File: src/rtl/bus_types.sv
// Shared types for the CPU/DMA external bus arbiter.
package bus_types;

    typedef enum logic [1:0] {
        IDLE,
        ADDR,
        ACCESS,
        DONE
    } bus_state_t;

    typedef enum logic {
        CPU = 1'b0,
        DMA = 1'b1
    } requester_t;

    localparam int unsigned CNT_W = 16;

endpackage

File: src/rtl/rr_arbiter2.sv
// Two-way round-robin arbiter: combinational one-hot grant, priority advances on update.
module rr_arbiter2
    import bus_types::*;
(
    input  logic       Clock,
    input  logic       Reset,
    input  logic [1:0] req,
    input  logic       update,
    output logic [1:0] grant
);

    // Requester that wins the next tie; reset so the first tie goes to the CPU.
    requester_t prio_q;

    always_comb begin
        grant = 2'b00;
        if (req[0] && req[1]) begin
            grant = (prio_q == CPU) ? 2'b01 : 2'b10;
        end else begin
            grant = req;
        end
    end

    always_ff @(posedge Clock) begin
        if (Reset) begin
            prio_q <= CPU;
        end else if (update && (grant != 2'b00)) begin
            prio_q <= grant[0] ? DMA : CPU;
        end
    end

endmodule

File: src/rtl/bus_arbiter.sv
// Arbitrates CPU and DMA onto a multiplexed address/data bus with wait states and timeout.
module bus_arbiter
    import bus_types::*;
#(
    parameter int unsigned WAIT_STATES = 0,
    parameter int unsigned TIMEOUT     = 255
) (
    input  logic        Clock,
    input  logic        Reset,
    input  logic        CpuReq,
    input  logic        CpuWrite,
    input  logic [15:0] CpuAddr,
    input  logic [15:0] CpuWData,
    output logic        CpuDone,
    input  logic        DmaReq,
    input  logic        DmaWrite,
    input  logic [15:0] DmaAddr,
    input  logic [15:0] DmaWData,
    output logic        DmaDone,
    output logic [15:0] RData,
    output logic        BusErr,
    output logic [15:0] Data_out,
    input  logic [15:0] Data_in,
    output logic        ALE,
    output logic        nME,
    output logic        nOE,
    output logic        RnW,
    output logic        ENB,
    input  logic        nWait
);

    bus_state_t       state_q, state_d;
    requester_t       owner_q, owner_d;
    logic             write_q, write_d;
    logic [15:0]      addr_q, addr_d, wdata_q, wdata_d;
    logic [CNT_W-1:0] acc_cnt_q, acc_cnt_d, wait_cnt_q, wait_cnt_d;

    logic             ale_d, nme_d, noe_d, rnw_d, enb_d;
    logic             cpu_done_d, dma_done_d, bus_err_d;
    logic [15:0]      data_out_d, rdata_d;

    logic [1:0]       grant;
    logic             arb_update, min_done, finish, abort;

    rr_arbiter2 u_rr_arbiter2 (
        .Clock  (Clock),
        .Reset  (Reset),
        .req    ({DmaReq, CpuReq}),
        .update (arb_update),
        .grant  (grant)
    );

    always_comb begin
        state_d    = state_q;
        owner_d    = owner_q;
        write_d    = write_q;
        addr_d     = addr_q;
        wdata_d    = wdata_q;
        acc_cnt_d  = acc_cnt_q;
        wait_cnt_d = wait_cnt_q;
        arb_update = 1'b0;
        finish     = 1'b0;
        abort      = 1'b0;
        min_done   = 32'(acc_cnt_q) >= WAIT_STATES;

        ale_d      = 1'b0;
        nme_d      = 1'b1;
        noe_d      = 1'b1;
        rnw_d      = 1'b1;
        enb_d      = 1'b0;
        data_out_d = 16'h0000;
        cpu_done_d = 1'b0;
        dma_done_d = 1'b0;
        bus_err_d  = BusErr;
        rdata_d    = RData;

        unique case (state_q)
            IDLE: begin
                if (grant != 2'b00) begin
                    arb_update = 1'b1;
                    state_d    = ADDR;
                    acc_cnt_d  = '0;
                    wait_cnt_d = '0;
                    if (grant[0]) begin
                        owner_d = CPU;
                        write_d = CpuWrite;
                        addr_d  = CpuAddr;
                        wdata_d = CpuWData;
                    end else begin
                        owner_d = DMA;
                        write_d = DmaWrite;
                        addr_d  = DmaAddr;
                        wdata_d = DmaWData;
                    end
                end
            end
            ADDR: state_d = ACCESS;
            ACCESS: begin
                // nWait only matters once the minimum access time has elapsed.
                if (!min_done) begin
                    acc_cnt_d = acc_cnt_q + CNT_W'(1);
                end else if (nWait) begin
                    finish = 1'b1;
                end else if (32'(wait_cnt_q) + 32'd1 >= TIMEOUT) begin
                    finish = 1'b1;
                    abort  = 1'b1;
                end else begin
                    wait_cnt_d = wait_cnt_q + CNT_W'(1);
                end
                if (finish) begin
                    state_d    = DONE;
                    cpu_done_d = (owner_q == CPU);
                    dma_done_d = (owner_q == DMA);
                    bus_err_d  = abort;
                    if (abort) begin
                        rdata_d = 16'h0000;
                    end else if (!write_q) begin
                        rdata_d = Data_in;
                    end
                end
            end
            DONE: state_d = IDLE;
        endcase

        // Pad outputs are registered, so decode them from the state being entered.
        case (state_d)
            ADDR: begin
                ale_d      = 1'b1;
                enb_d      = 1'b1;
                data_out_d = addr_d;
            end
            ACCESS: begin
                nme_d = 1'b0;
                if (write_d) begin
                    rnw_d      = 1'b0;
                    enb_d      = 1'b1;
                    data_out_d = wdata_d;
                end else begin
                    noe_d = 1'b0;
                end
            end
            default: ;
        endcase
    end

    always_ff @(posedge Clock) begin
        if (Reset) begin
            state_q    <= IDLE;
            owner_q    <= CPU;
            write_q    <= 1'b0;
            addr_q     <= 16'h0000;
            wdata_q    <= 16'h0000;
            acc_cnt_q  <= '0;
            wait_cnt_q <= '0;
            ALE        <= 1'b0;
            nME        <= 1'b1;
            nOE        <= 1'b1;
            RnW        <= 1'b1;
            ENB        <= 1'b0;
            Data_out   <= 16'h0000;
            CpuDone    <= 1'b0;
            DmaDone    <= 1'b0;
            BusErr     <= 1'b0;
            RData      <= 16'h0000;
        end else begin
            state_q    <= state_d;
            owner_q    <= owner_d;
            write_q    <= write_d;
            addr_q     <= addr_d;
            wdata_q    <= wdata_d;
            acc_cnt_q  <= acc_cnt_d;
            wait_cnt_q <= wait_cnt_d;
            ALE        <= ale_d;
            nME        <= nme_d;
            nOE        <= noe_d;
            RnW        <= rnw_d;
            ENB        <= enb_d;
            Data_out   <= data_out_d;
            CpuDone    <= cpu_done_d;
            DmaDone    <= dma_done_d;
            BusErr     <= bus_err_d;
            RData      <= rdata_d;
        end
    end

endmodule

File: config.mk
export PLATFORM = sky130hd
export DESIGN_NAME = bus_arbiter
export DESIGN_NICKNAME = d
export VERILOG_FILES = /design/src/rtl/bus_types.sv /design/src/rtl/rr_arbiter2.sv /design/src/rtl/bus_arbiter.sv
export SDC_FILE = /design/constraint.sdc
export NUM_CORES = 1
export LEC_CHECK = 0
export CORE_ASPECT_RATIO = 1.25
export CORE_UTILIZATION = 40
export DETAILED_ROUTE_END_ITERATION = 7
export DONT_BUFFER_PORTS = 1
export PLACE_DENSITY_LB_ADDON = 0.12
export RECOVER_POWER = 25
export SLEW_MARGIN = 0
export SYNTH_ARGS = -nofsm -noshare
export SYNTH_HDL_FRONTEND = slang
export SYNTH_SLANG_ARGS = --single-unit
File: constraint.sdc
create_clock -name Clock -period 3.6 [get_ports Clock]
set_input_delay 0.72 -clock Clock [delete_from_list [all_inputs] [get_ports Clock]]
set_output_delay 0.72 -clock Clock [all_outputs]
set_load 0.02 [all_outputs]
==> impl_metrics.ini, run 1 <==
[global_routing]
grt_pass1_wl_um = 13600
grt_util_all_layers_pct = 16.6
grt_max_degree = 56
antenna_found_initial = 0
first_global_vias = 2803
grt_overflow = 0

[place]
dp_slack_ns = 0.0755
dp_hpwl_um = 5920
port_buffers = 0
gp_congestion = 0.817

[synthesis]
ys_types = 55
synth-seq-cells = 93
synth_edf_count = 0
syn_area_sq_mm = 0.00407
synth.avg_cell_area_sq_um = 9.16
synth-seq-area-share_pct = 45.8
syn-num-nets = 537
synthCells = 444
yosysWarnings = 0
ys.flop_type = dfxtp_1
synthArstFlopShare_pct = 0

[setup_path]
crit_top_cell = ha_1
critical_path_class = register to register
crit_arrival_ns = 3.46
cp_max_fo = 17
critPathBufInv = 1
slowest_delay_ns = 0.50
crit_chain = ha_1 -> and3_1 -> nand3_1 -> xor2_1 -> o41ai_4 -> o41ai_1 -> o21ai_1 -> inv_1 -> ha_1 -> or2_2 -> nor2_1
crit_family = simple AND/OR/NAND/NOR gates
crit_required_ns = 3.87
slowest_stage = o41ai_4
cp-end-kind = register
startpoint_type = register

[routing]
wl_per_cell_um = 15.2
wl_um = 8640
routed_via_density = 5.36
ant_nets = 0
drc = 0
num_vias = 3041
dr.pass1.iters = 4
drt_iter0_markers = 145

[timing]
tightest_slew_ns = 0.681
tns_ns = 0
final_max_slew_viol_count = 0
rsz0062_at_grt = false
holdWs_ns = 0.425
fin_ws_ns = 0.414
hold_viol = 0
finalCriticalPeriod_ns = 3.19
skew_ns = 0.00757
max_freq_mhz = 314
slew_headroom_pct = 54.4
fin_crit_sh_pct = 88.5
setup_violations = 0

[final_layout]
multi_input_area_sq_mm = 0.00206
fillers = 959
final_common_cell = dfxtp_1
num_antenna_cells = 0
layout.nets = 529
regArea_sq_mm = 0.00186
final_layout_size_suffix_gt1_share_pct = 8.84
final_cell_mix = dfxtp_1 (93), nor2_1 (60), mux2i_1 (34), nand2_1 (32), o21ai_0 (24)
syn_to_final_growth_pct = 11.3

[clock_network]
clk_pin_slew_ns = 0.07
htreeDepth = 3
cts_buffer_depth = 2
cts_hold_buffers = 0
cts_tree = built
cts_buffers = 9
clkLatencyLatePin_ns = 0.34
cts_sinks = 93
clockRootBuffer = clkbuf_16

[pwr]
irDropWorstVdd_mv = 0.395
leakage_nw = 1.74
total_power_mw = 2.87
power_density_mw_per_mm2 = 635

[status]
status = finished clean

[floorplanning]
rows = 40
die_width_um = 92.2
io_pins = 127
die_area_sq_mm = 0.0106
core_sq_mm = 0.00976
die_h_um = 115
start_util_pct = 41.7

[job]
cap_violations = 0

[worst_hold_path]
hold_path.class = register to register
==> where the power goes <==
group / switching [mW] / internal, mW / leakage [nW]
Sequential: 0.106 / 1.15 / 0.758
Combinational: 0.374 / 0.215 / 0.818
Clock: 0.415 / 0.619 / 0.163
==> state kept, by name, summed over array words and instances, names as in the netlist, 2 cells and up <==
signal	cells
wdata_q	16
wait_cnt_q	16
Data_out	16
addr_q	16
state_q	2
RData	16
==> cells by family (layout without fill, tap and decap cells) <==
logic type / count (synthesis) / in the layout / share of synthesized area [%]
buffers and inverters: 41 / 38 / 4.46
flip-flops: 93 / 93 / 45.8
XOR/XNOR: 7 / 7 / 1.51
multiplexers: 34 / 34 / 8.37
AND/OR/NAND/NOR: 158 / 158 / 18.9
AO/OA/AOI/OAI: 105 / 105 / 19.1
adder cells (fa/ha/maj): 6 / 6 / 1.85
==> cells in the mapped netlist (2+ instances only) <==
master / count / share of area, %
a22o_1: 16 / 3.4
nor4_1: 4 / 0.62
dfxtp_1: 93 / 46
nand2b_1: 2 / 0.31
nand4_2: 2 / 0.62
or3_1: 2 / 0.31
xor2_1: 4 / 0.86
buf_1: 3 / 0.28
buf_2: 4 / 0.49
a22oi_1: 10 / 1.8
clkbuf_1: 17 / 1.6
a21oi_1: 18 / 2.2
and2_1: 9 / 1.4
nor2_1: 61 / 5.6
a311oi_1: 2 / 0.43
nand2_1: 32 / 3.0
ha_1: 6 / 1.8
a21boi_0: 2 / 0.37
nor3_1: 7 / 0.86
o21ai_0: 25 / 3.1
xnor2_1: 3 / 0.65
nor2b_1: 21 / 3.2
a21o_1: 3 / 0.55
a211o_1: 2 / 0.43
o21a_1: 2 / 0.37
nand3_1: 10 / 1.2
inv_1: 14 / 1.3
o32a_1: 6 / 1.5
mux2i_1: 34 / 8.4
a31oi_1: 5 / 0.77
==> worst register-to-register path, cell delays in order, from the launching register on <==
cell and delay [ns]:
dfxtp_1 0.45, ha_1 0.30, and3_1 0.23, nand3_1 0.10
xor2_1 0.20, o41ai_4 0.51, o41ai_1 0.16, o21ai_1 0.22
inv_1 0.07, ha_1 0.28, or2_2 0.47, nor2_1 0.16
==> stage by stage <==
step	utilization [%]	cell area, sq um	std cells
2_1_floorplan	-	4070	444
3_3_place_gp	42.8	4180	550
3_5_place_dp	42.8	4180	550
4_1_cts	46.2	4510	566
5_1_grt	46.4	4520	567
6_report	46.4	4520	567
==> routing by layer <==
metal	wire, um	part of all wire [%]	global-route usage, %
met1	3860	45	20.6
met2	4180	48	27.0
met3	499	5.8	4.50
met4	95	1.1	7.19
met5	0	0	0
==> layout make-up <==
| class | count | area share (%) |
|---|---|---|
| Clock inverter | 7 | 2.38 |
| Timing Repair Buffer | 8 | 1.33 |
| Clock buffer | 9 | 4.98 |
| Multi-Input combinational cell | 310 | 45.5 |
| Sequential cell | 93 | 41.2 |
| Inverter | 14 | 1.16 |
| Tap cell | 126 | 3.48 |
==> worst paths after layout <==
path	startpoint	endpoint	slack [ns]	depth (start not counted)
setup / recovery	wait_cnt_q[0]$_SDFFE_PP0P_	Data_out[10]$_SDFF_PP0_	0.41	11
hold / removal	owner_q$_SDFFE_PP0P_	CpuDone$_SDFF_PP0_	0.43	1
setup reg to reg	wait_cnt_q[0]$_SDFFE_PP0P_	Data_out[10]$_SDFF_PP0_	0.41	11
hold reg to reg	owner_q$_SDFFE_PP0P_	CpuDone$_SDFF_PP0_	0.43	1
==> repair_timing <==
action,CTS,global route
endpoints found under the setup margin,0,17
setup buffers,0,1
resized for setup,0,3
No activity file was read; power rests on OpenSTA's default activity.
==> run 2: changes to the inputs <==
clock period = 2.7 ns   (was 3.6 ns; I/O delays follow)
==> impl_metrics.ini, run 2 (synthesis results as in run 1) <==
[pwr]
p_switching_mw = 1.27
p_comb_share_pct = 25.7
p_seq_share_pct = 41.8
irDropWorstVdd_mv = 0.525
pwr-share-clk_pct = 32.5
power_density_mw_per_mm2 = 780
internal-power_mw = 2.71
leakage_nw = 2.01
p_sw_share_pct = 31.9

[setup_path]
r2r_cells = 14
critical_path_class = register to register
critPathBufInv = 4
crit_chain = nand4_4 -> buf_4 -> or3_1 -> and4_2 -> o2111ai_4 -> o41ai_2 -> o21ai_1 -> inv_1 -> ha_4 -> inv_8 -> nor2_4 -> buf_6 -> a22oi_1 -> nor2_1
crit_family = simple AND/OR/NAND/NOR gates
crit_required_ns = 2.93
slowest_stage = dfxtp_4
crit_arrival_ns = 2.88
slowest_delay_ns = 0.36
cp_max_fo = 8
crit_cells = 14
cp-end-kind = register
startpoint_type = register

[final_layout]
final_layout_size_suffix_gt1_share_pct = 24.5
finalNonFillerCells = 608
final_common_cell = dfxtp_1
syn_to_final_growth_pct = 25.5
final_cell_mix = dfxtp_1 (83), nor2_1 (57), buf_4 (41), mux2i_1 (33), nand2_1 (32)
layout.nets = 570
num_antenna_cells = 0
stdcell_area_sq_mm = 0.00510

[place]
port_buffers = 0
gp_congestion = 0.842
dp_hpwl_um = 6370
place_area_sq_mm = 0.00441
place_inst = 573
dp_slack_ns = -0.0989

[floorplanning]
die_width_um = 92.2
die_area_sq_mm = 0.0106
start_util_pct = 41.7
rows = 40
core_sq_mm = 0.00976
io_pins = 127
die_h_um = 115

[timing]
max_freq_mhz = 377
finalCriticalPeriod_ns = 2.65
slew_headroom_pct = 61.6
skew_ns = 0.00872
setup_violations = 0
tightest_slew_ns = 0.574
fin_crit_sh_pct = 98.3
hold_viol = 0
rsz0062_at_grt = true
fin_ws_ns = 0.0457
final_max_slew_viol_count = 0
tns_ns = 0

[clock_network]
clk_pin_slew_ns = 0.07
htreeDepth = 3
cts_buffers = 9
clkLatencyLatePin_ns = 0.34
clockRootBuffer = clkbuf_16
cts_hold_buffers = 0
cts_tree = built
cts_buffer_depth = 2
cts_sinks = 93

[global_routing]
grt_overflow = 0
antenna_found_initial = 0
first_global_vias = 3065
grt_pass1_wl_um = 14900
grt_util_all_layers_pct = 18.0
grt_max_degree = 58

[routing]
dr.pass1.iters = 4
drc = 0
routed_via_density = 5.39
num_vias = 3277
drt_iter0_markers = 136
wl_um = 9660
wl_per_cell_um = 15.9
ant_nets = 0

[job]
cap_violations = 0

[worst_hold_path]
whs_path_depth = 1
hold_path.class = input port to register

[status]
status = finished clean
-- run 2: power groups by stage --
stage	registers [mW]	clock network, mW	logic [mW]
floorplan	1.68	0	0.649
finish	1.66	1.30	1.02
global route	1.68	1.39	1.13
detailed placement	1.70	0	0.860
CTS	1.67	1.32	0.957
global placement	1.70	0	0.849
-- run 2: worst paths after layout --
kind	to	from	slack, ns
max	Data_out[3]$_SDFF_PP0_	wait_cnt_q[10]$_SDFFE_PP0P_	0.05
min	addr_q[12]$_SDFF_PP0_	Reset	0.28
max reg2reg	Data_out[3]$_SDFF_PP0_	wait_cnt_q[10]$_SDFFE_PP0P_	0.05
min reg2reg	CpuDone$_SDFF_PP0_	owner_q$_SDFFE_PP0P_	0.42
-- run 2: final cells by class --
| cell class | instances | area, sq um |
|---|---|---|
| Fill cell | 918 | 4660 |
| Clock buffer | 10 | 239 |
| Sequential cell | 93 | 1880 |
| Inverter | 14 | 60.1 |
| Multi-Input combinational cell | 312 | 2300 |
| Clock inverter | 6 | 70.1 |
| Tap cell | 126 | 158 |
| Timing Repair Buffer | 47 | 393 |
-- run 2: routing by layer --
| layer | GRT usage, % | wire length (um) | up-vias |
|---|---|---|---|
| met3 | 3.84 | 423 | 10 |
| met1 | 22.5 | 4250 | 1551 |
| li1 | - | - | 1630 |
| met4 | 5.94 | 114 | 0 |
| met2 | 30.9 | 4870 | 86 |
| met5 | 0 | 0 | - |
-- run 2: per-stage QoR --
step                      util (%)  power (mW)  hold WS (ns)
after detailed placement      45.2        2.56         0.411
after CTS                     49.9        3.95         0.255
after global routing          52.3        4.19         0.267
after global placement        45.2        2.55         0.404
after floorplan                  -        2.33         0.400
final                         52.3        3.98         0.277
-- run 2: timing repair --
item	4_1_cts	5_1_grt
gates resized for setup	25	32
gates cloned	3	0
buffers inserted	5	11
pin swaps	11	31
endpoints found under the setup margin	17	24
-- run 2: worst reg2reg max path, cell delays in order, from the launching register on --
cell       delay [ns]
dfxtp_4          0.36
nand4_4          0.17
buf_4            0.18
or3_1            0.29
and4_2           0.26
o2111ai_4        0.22
o41ai_2          0.10
o21ai_1          0.19
inv_1            0.10
ha_4             0.19
inv_8            0.08
nor2_4           0.05
buf_6            0.14
a22oi_1          0.16
nor2_1           0.06
